### src/rtl/snake_ctrl.sv
// snake_ctrl: button edge arbitration, move-step timing and game FSM.
// Optional SNAKE_CTRL_SPEEDUP_EN: step period shrinks as score grows.
module snake_ctrl #(
  parameter int TICK_DIV = 5000000,
  parameter int MIN_DIV  = 1000000,
  parameter int DIV_STEP = 250000,
  parameter int SCORE_W  = 8
) (
  input  logic               clk,
  input  logic               reset,
  input  logic               left,
  input  logic               right,
  input  logic               up,
  input  logic               down,
  input  logic               start,
  input  logic               collide,
  input  logic               ate,
  output logic               step,
  output logic [1:0]         dir,
  output logic               grow,
  output logic               clear,
  output logic [1:0]         state,
  output logic [SCORE_W-1:0] score
);

  localparam logic [1:0] S_IDLE  = 2'b00;
  localparam logic [1:0] S_RUN   = 2'b01;
  localparam logic [1:0] S_PAUSE = 2'b10;
  localparam logic [1:0] S_OVER  = 2'b11;

  localparam logic [1:0] D_RIGHT = 2'b00;
  localparam logic [1:0] D_LEFT  = 2'b01;
  localparam logic [1:0] D_UP    = 2'b10;
  localparam logic [1:0] D_DOWN  = 2'b11;

  localparam logic [31:0]        TICK32    = 32'(TICK_DIV);
  localparam logic [SCORE_W-1:0] SCORE_MAX = '1;

  logic [4:0]  btn;
  logic [4:0]  btn_q;
  logic [4:0]  edge_q;
  logic [1:0]  pend_dir;
  logic        grow_pend;
  logic [31:0] cnt;
  logic [31:0] cur_div;
  logic        e_start;
  logic        dir_hit;
  logic [1:0]  dir_win;
  logic        dir_ok;
  logic        gp_next;
  logic        wrap;

  assign btn = {start, up, down, left, right};

  always_ff @(posedge clk or posedge reset) begin
    if (reset) begin
      btn_q  <= '0;
      edge_q <= '0;
    end else begin
      btn_q  <= btn;
      edge_q <= btn & ~btn_q;
    end
  end

  assign e_start = edge_q[4];
  assign dir_hit = |edge_q[3:0];

  always_comb begin
    dir_win = D_RIGHT;
    if (edge_q[3])      dir_win = D_UP;
    else if (edge_q[2]) dir_win = D_DOWN;
    else if (edge_q[1]) dir_win = D_LEFT;
  end

  // reverse heading differs only in bit 0 (right/left, up/down)
  assign dir_ok = dir_hit && (dir_win != (dir ^ 2'b01));

`ifdef SNAKE_CTRL_SPEEDUP_EN
  localparam logic [31:0] MIN32 = 32'(MIN_DIV);
  logic [31:0] prod;
  logic [31:0] diff;
  assign prod = 32'(score) * 32'(DIV_STEP);
  assign diff = TICK32 - prod;
  always_comb begin
    cur_div = diff;
    if (prod > TICK32 || diff < MIN32) cur_div = MIN32;
  end
`else
  logic unused_cfg;
  assign unused_cfg = ^{32'(MIN_DIV), 32'(DIV_STEP)};
  assign cur_div = TICK32;
`endif

  // ate in the step cycle still refers to the cell just consumed
  assign gp_next = grow_pend | (ate & ~step);
  assign wrap    = cnt >= (cur_div - 32'd1);

  always_ff @(posedge clk or posedge reset) begin
    if (reset) begin
      state     <= S_IDLE;
      step      <= 1'b0;
      clear     <= 1'b0;
      grow      <= 1'b0;
      dir       <= D_RIGHT;
      pend_dir  <= D_RIGHT;
      grow_pend <= 1'b0;
      score     <= '0;
      cnt       <= '0;
    end else begin
      step  <= 1'b0;
      clear <= 1'b0;
      grow  <= 1'b0;
      unique case (state)
        S_IDLE: begin
          if (e_start || dir_hit) begin
            state <= S_RUN;
            clear <= 1'b1;
            cnt   <= '0;
            if (dir_ok) pend_dir <= dir_win;
          end
        end
        S_RUN: begin
          if (collide) begin
            state <= S_OVER;
          end else if (e_start) begin
            state <= S_PAUSE;
          end else begin
            if (dir_ok) pend_dir <= dir_win;
            if (wrap) begin
              cnt       <= '0;
              step      <= 1'b1;
              dir       <= pend_dir;
              grow      <= gp_next;
              grow_pend <= 1'b0;
              if (gp_next && score != SCORE_MAX)
                score <= score + SCORE_W'(1);
            end else begin
              cnt       <= cnt + 32'd1;
              grow_pend <= gp_next;
            end
          end
        end
        S_PAUSE: begin
          if (e_start) state <= S_RUN;
        end
        S_OVER: begin
          if (e_start) begin
            state     <= S_RUN;
            clear     <= 1'b1;
            score     <= '0;
            cnt       <= '0;
            grow_pend <= 1'b0;
            dir       <= D_RIGHT;
            pend_dir  <= D_RIGHT;
          end
        end
      endcase
    end
  end

endmodule

### config.mk
export PLATFORM = sky130hd
export DESIGN_NAME = snake_ctrl
export DESIGN_NICKNAME = d
export VERILOG_FILES = /design/src/rtl/snake_ctrl.sv
export SDC_FILE = /design/constraint.sdc
export NUM_CORES = 1
export LEC_CHECK = 0
export BUFFER_PORTS_ARGS = -buffer_cell sky130_fd_sc_hd__buf_2
export CAP_MARGIN = 20
export CORE_UTILIZATION = 53
export DETAILED_ROUTE_END_ITERATION = 10
export PLACE_DENSITY_LB_ADDON = 0.12
export SLEW_MARGIN = 20
export SYNTH_ARGS = -nofsm -noshare
export SYNTH_HDL_FRONTEND = slang
export SYNTH_SLANG_ARGS = --single-unit
### constraint.sdc
create_clock -name clk -period 1.9 [get_ports clk]
set_input_delay 0.475 -clock clk [delete_from_list [all_inputs] [get_ports clk]]
set_output_delay 0.475 -clock clk [all_outputs]
set_load 0.05 [all_outputs]
Yosys cells after proc, flatten, opt, wreduce, memory -nomap -nowiden --
Index checks and enable logic that the tools add are counted.
Storage, ports and cells: input port bits 9, output and inout bits 15, register bits 60
Operators by class: order comparisons 1, $add $sub $neg 2, bitwise gates (word level) 6, eq/ne operators 13, reduce and logical (&&, ||, !) cells 13, mux-type cells 46
Operator list (count):
- two-way mux 32 bit | 5
- one-hot mux 32 bit (3 select lines) | 1
- two-way mux 8 bit | 5
- adder 32 x 1 -> 32 bit (second input constant) | 1
- >= comparator 32 x 23 -> 1 bit (second input constant) | 1
- two-way mux 2 bit | 14
- one-hot mux 8 bit (2 select lines) | 1
- two-way mux 1 bit | 15
- != test 2 bit (second input constant) | 6
- one-hot mux 2 bit (3 select lines) | 2
- AND reduction 5 bit | 2
- adder 8 x 1 -> 8 bit (second input constant) | 1
- != test 8 bit (second input constant) | 1
- AND reduction 6 bit | 1
- bitwise AND 5 bit | 1
- inverter 5 bit | 1
- equality test 2 bit (second input constant) | 2
- one-hot mux 1 bit (2 select lines) | 2
- one-hot mux 2 bit (2 select lines) | 1
- AND reduction 4 bit | 1
- OR reduction 4 bit | 1
- != test 3 bit (second input constant) | 1
- AND reduction 3 bit | 1
- nonzero test 3 bit | 1
- other kinds (11) | 13

Longest topological paths before layout --
depth in word-level cells 9, gate-level depth with buffers 9

Worst setup path before layout --
OpenSTA, ideal clock, no wires.
path kind register to register, from register state[1], to register cnt[24], required time 1.774 ns, period minus slack after synthesis 2.322 ns, stages on the path, launching flop included 9, path buffers 0, data arrival time 2.196 ns, setup slack -0.422 ns, cells stage by stage dfrtp_1 -> inv_1 -> ha_1 -> o21ai_2 -> o2111a_2 -> nand4_1 -> nor4b_2 -> xnor2_1 -> nor2_1
On the way: cells in the longest elaborated chain, start to end 3, elaborated cells between the ends (all ways) 10
RTL lines:
- from (decl) | RTL line 22 | output logic [1:0] state,
- from (signal assigned) | RTL line 100 | state <= S_IDLE;
- from (signal assigned) | RTL line 116 | state <= S_RUN;
- from (signal assigned) | RTL line 124 | state <= S_OVER;
- equality test 2 x 1 -> 1 bit (tied with other cells) | RTL line 113 | unique case (state)
- != test 2 bit (no source line) or nonzero test 3 bit (tied branches)
- AND reduction 5 bit (no source line)
- to (signal assigned) | RTL line 138 | cnt <= cnt + 32'd1;
- to (decl) | RTL line 44 | logic [31:0] cnt;
Parallel ways exist; a longest one is shown, timed or not. A chain may end at the register's enable or synchronous reset.

Worst setup path after layout --
from register state[1], to register score[1]
On the way: cells in the longest elaborated chain, start to end 3, elaborated cells between the ends (all ways) 10
RTL lines:
- equality test 2 x 1 -> 1 bit or equality test 2 bit (tied branches) | RTL line 113
- != test 2 bit (no source line) or nonzero test 2 bit (tied branches)
- AND reduction 6 bit (no source line)
- to (signal assigned) | RTL line 136 | score <= score + SCORE_W'(1);
- to (decl) | RTL line 23 | output logic [SCORE_W-1:0] score
Parallel ways exist; a longest one is shown, timed or not.

==> impl_metrics.tcl <==
set metrics [dict create \
    viasPerCell 5.58 \
    critical_path.endpoint "score[1]" \
    layout_common_cells "sky130_fd_sc_hd__buf_4, sky130_fd_sc_hd__dfrtp_1, sky130_fd_sc_hd__nor2_1, sky130_fd_sc_hd__buf_2, sky130_fd_sc_hd__nand2_1" \
    number_of_flops_mapped_to_enable_cells_by_yosys 0 \
    worst_setup_path_startpoint "state[1]" \
    drc_errors 0 \
    first_pass_iters 5 \
    dieHeight_um 78.2 \
    dpl.hpwl_um 4860 \
    clock-sinks 60 \
    max_slew_margin 0.705 \
    commonest_non_fill_non_tap_cell_in_the_layout "sky130_fd_sc_hd__buf_4" \
    post-route-cell-area_um2 4390 \
    worst_setup_path_start_kind "flop" \
    synth.area.mux_share 0.00732 \
    clkLatencyLatePin_ps 350 \
    post_dp_cell_area_um2 3660 \
    ff2ff_path_depth 9 \
    largest_fanout_on_the_critical_path 5 \
    final_hold_violating_endpoints 0 \
    post_synth.cell_area_avg_um2 9.90 \
    post_synthesis_cell_area_um2 3080 \
    global_route.overflow_total 0 \
    synth_seq_cells 60 \
    grt_pass1_vias 2623 \
    reg2reg_from "state[1]" \
    worstPathRequired_ps 2140 \
    largest_family_of_logic_cells_by_synthesized_area "simple AND/OR/NAND/NOR gates" \
    skew_ps 7.45 \
    synthToLayoutAreaGrowth_pct 42.6 \
    synthesis.yosys.warnings 0 \
    floorplan.initialDensity 0.556 \
    cp_cell_sequence "inv_4, ha_4, buf_6, nand3b_1, o31a_1, nor2_2, o21ai_4, or2_4, o211a_1" \
    clk_pin_slew_worst_paths_ps 70 \
    synth_compound_area_frac 0.120 \
    routed_wire_per_std_cell_um 15.4 \
    total_of_max_cap_violations 0 \
    final_estimated_routing_congestion_in_global_placement 0.804 \
    synth_xor_xnor_area_share 0.0569 \
    timing.rr.end "score[1]" \
    async_reset_ff_frac 1.00 \
    critPathKind "reg -> reg" \
    vdd_ir_drop_max_mv 1.02 \
    worst-endpoint-arrival_ps 2230 \
    io_pins 24 \
    layout.nets 431 \
    cts.root.buffer_cell "sky130_fd_sc_hd__clkbuf_8" \
    yosysSeqAreaShare 0.488 \
    clockBufferDepth 2 \
    rsz0062_at_grt "true" \
    syn-num-nets 327 \
    synth.distinct_cells 56 \
    initialDrtViolationCount 137 \
    cts_tree "yes" \
    fin_crit_sh 1.05 \
    grt_first_pass_wirelength_um 12100 \
    reg2reg_setup_slack_ps -90 \
    grt_max_degree 43 \
    die_w_um 78.2 \
    syn-instance-count 311 \
    worst_path_max_delay_cell "sky130_fd_sc_hd__dfrtp_2" \
    power.leakage_nw 2.03 \
    antenna_found_initial 0 \
    violated_checks "negative setup slack" \
    groute.usage.overall 0.258 \
    ant_nets 0 \
    route.vias.total 2747 \
    post-layout-total-power_w 0.00464 \
    antennaDiodeCount 0 \
    outcome "complete, but fails checks" \
    cts_hold_repair.buffers 0 \
    synth-adder-area-share 0.0285 \
    synth-simple-area-share 0.263 \
    slew_viol_final 0 \
    synth_ff_type "sky130_fd_sc_hd__dfrtp_1" \
    clock.fmax_ghz 0.503 \
    min-delay-path-class "in -> async" \
    fp.coreArea_um2 5540 \
    finalSetupViolCount 20 \
    setup_ws_ps -89.1 \
    share_of_cells_above_drive_strength_1 0.448 \
    cts-htree-levels 3 \
    critical_path.endpoint_type "flop" \
    io_buffers 23 \
    cpPeakStageDelay_ps 440 \
    die_area_um2 6120 \
    power_per_cell_area_nw_per_um2 1060 \
    routed_wl_um 7600 \
    final_critical_delay_including_setup_and_external_delays_ps 1990 \
    max_slew.worst_pin.slew_ps 442 \
    tritoncts.num_buffers 9 \
    placementRows 27 \
]
[kinds of logic (layout without fill, tap and decap cells)]
family | after synthesis | after routing
simple gates | 146 | 149
buf+inv | 22 | 128
fa+ha+maj | 7 | 7
mux | 2 | 2
xor+xnor | 20 | 20
flops | 60 | 60
compound gates | 54 | 54
[power by group]
group | internal, W | leakage [nW] | switching (W)
sequential | 0.00138 | 0.790 | 0.0000960
combinational | 0.000867 | 1.14 | 0.00111
clock | 0.000673 | 0.102 | 0.000512
[state kept, by name, summed over array words and instances (netlist names), 2 cells and up]
signal    cells
score         8
edge_q        5
cnt          32
pend_dir      2
btn_q         5
dir           2
state         2
[layout make-up]
type                       instances  area (µm²)
inverter                          17        72.6
clock inverter                     4        47.5
fill                             349        1150
sequential                        60        1510
clock buffer                      12         155
timing repair buffer              95         702
tap                               72        90.1
multi-input combinational        232        1820
[how the worst min path moves through the flow]
stage | to | slack, ps | cells past startpoint
5_1_grt | score[7] | 170 | 2
2_1_floorplan | edge_q[0] | 380 | 1
3_3_place_gp | edge_q[0] | 380 | 1
3_5_place_dp | edge_q[1] | 400 | 1
6_report | score[7] | 130 | 2
4_1_cts | score[7] | 130 | 2
[critical path: cells and delay by family, from the launching register on]
| kind | cells | cell delay [ps] |
|---|---|---|
| buffers and inverters | 2 | 180 |
| AO/OA/AOI/OAI | 3 | 470 |
| flip-flops | 1 | 440 |
| AND/OR/NAND/NOR | 3 | 600 |
| adder cells (fa/ha/maj) | 1 | 180 |
[Yosys cell counts (all sizes together) (2+ instances only)]
cell     count  area [µm²]
a31oi        6        37.5
nand2       21        78.8
nand2b       4        25.0
or4          3        26.3
inv         17        63.8
o221ai       3        26.3
nor4bb       2        20.0
buf          4        45.0
nand3       15        85.1
nor2b        5        31.3
and3         9        57.6
nor3        11        76.3
dfrtp       60        1500
xnor2       10        87.6
a21oi       12        60.1
a32o         2        20.0
or3          5        31.3
nor2        48         188
nand4        8        62.6
a21o         2        15.0
and4         2        20.0
nor4b        3        32.5
mux2         2        22.5
o22ai        3        25.0
o21ai       14        77.6
a2bb2oi      2        17.5
xor2        10        87.6
ha           7        87.6
nor4         5        37.5
or2          3        18.8
[through the flow]
step                hold slack, ps  setup WS [ps]   util  setup TNS, ps  std cells
floorplan                      378           -122      -           -875        311
global placement               384           -188  0.661          -4550        454
detailed placement             397           -222  0.661          -6360        454
CTS                            133          -93.4  0.736          -1310        481
global route                   166           -191  0.792          -3170        492
finish                         132          -89.1  0.792           -620        492
[repair_timing]
item / in CTS / in global routing
gates cloned: 3 / 0
setup endpoints to repair: 42 / 41
hold endpoints to repair: 0 / 0
pin swaps: 28 / 54
gates resized for setup: 30 / 51
buffers inserted: 8 / 15
[metal layers]
layer  routed length (µm)  vias to the layer above  global-route usage
li1                     -                     1330                   -
met1                 3610                     1374               0.348
met2                 3680                       32               0.404
met3                  174                       11              0.0581
met4                  133                        0               0.106
met5                    0                        -                   0
Power figures use the tool's default switching activity.
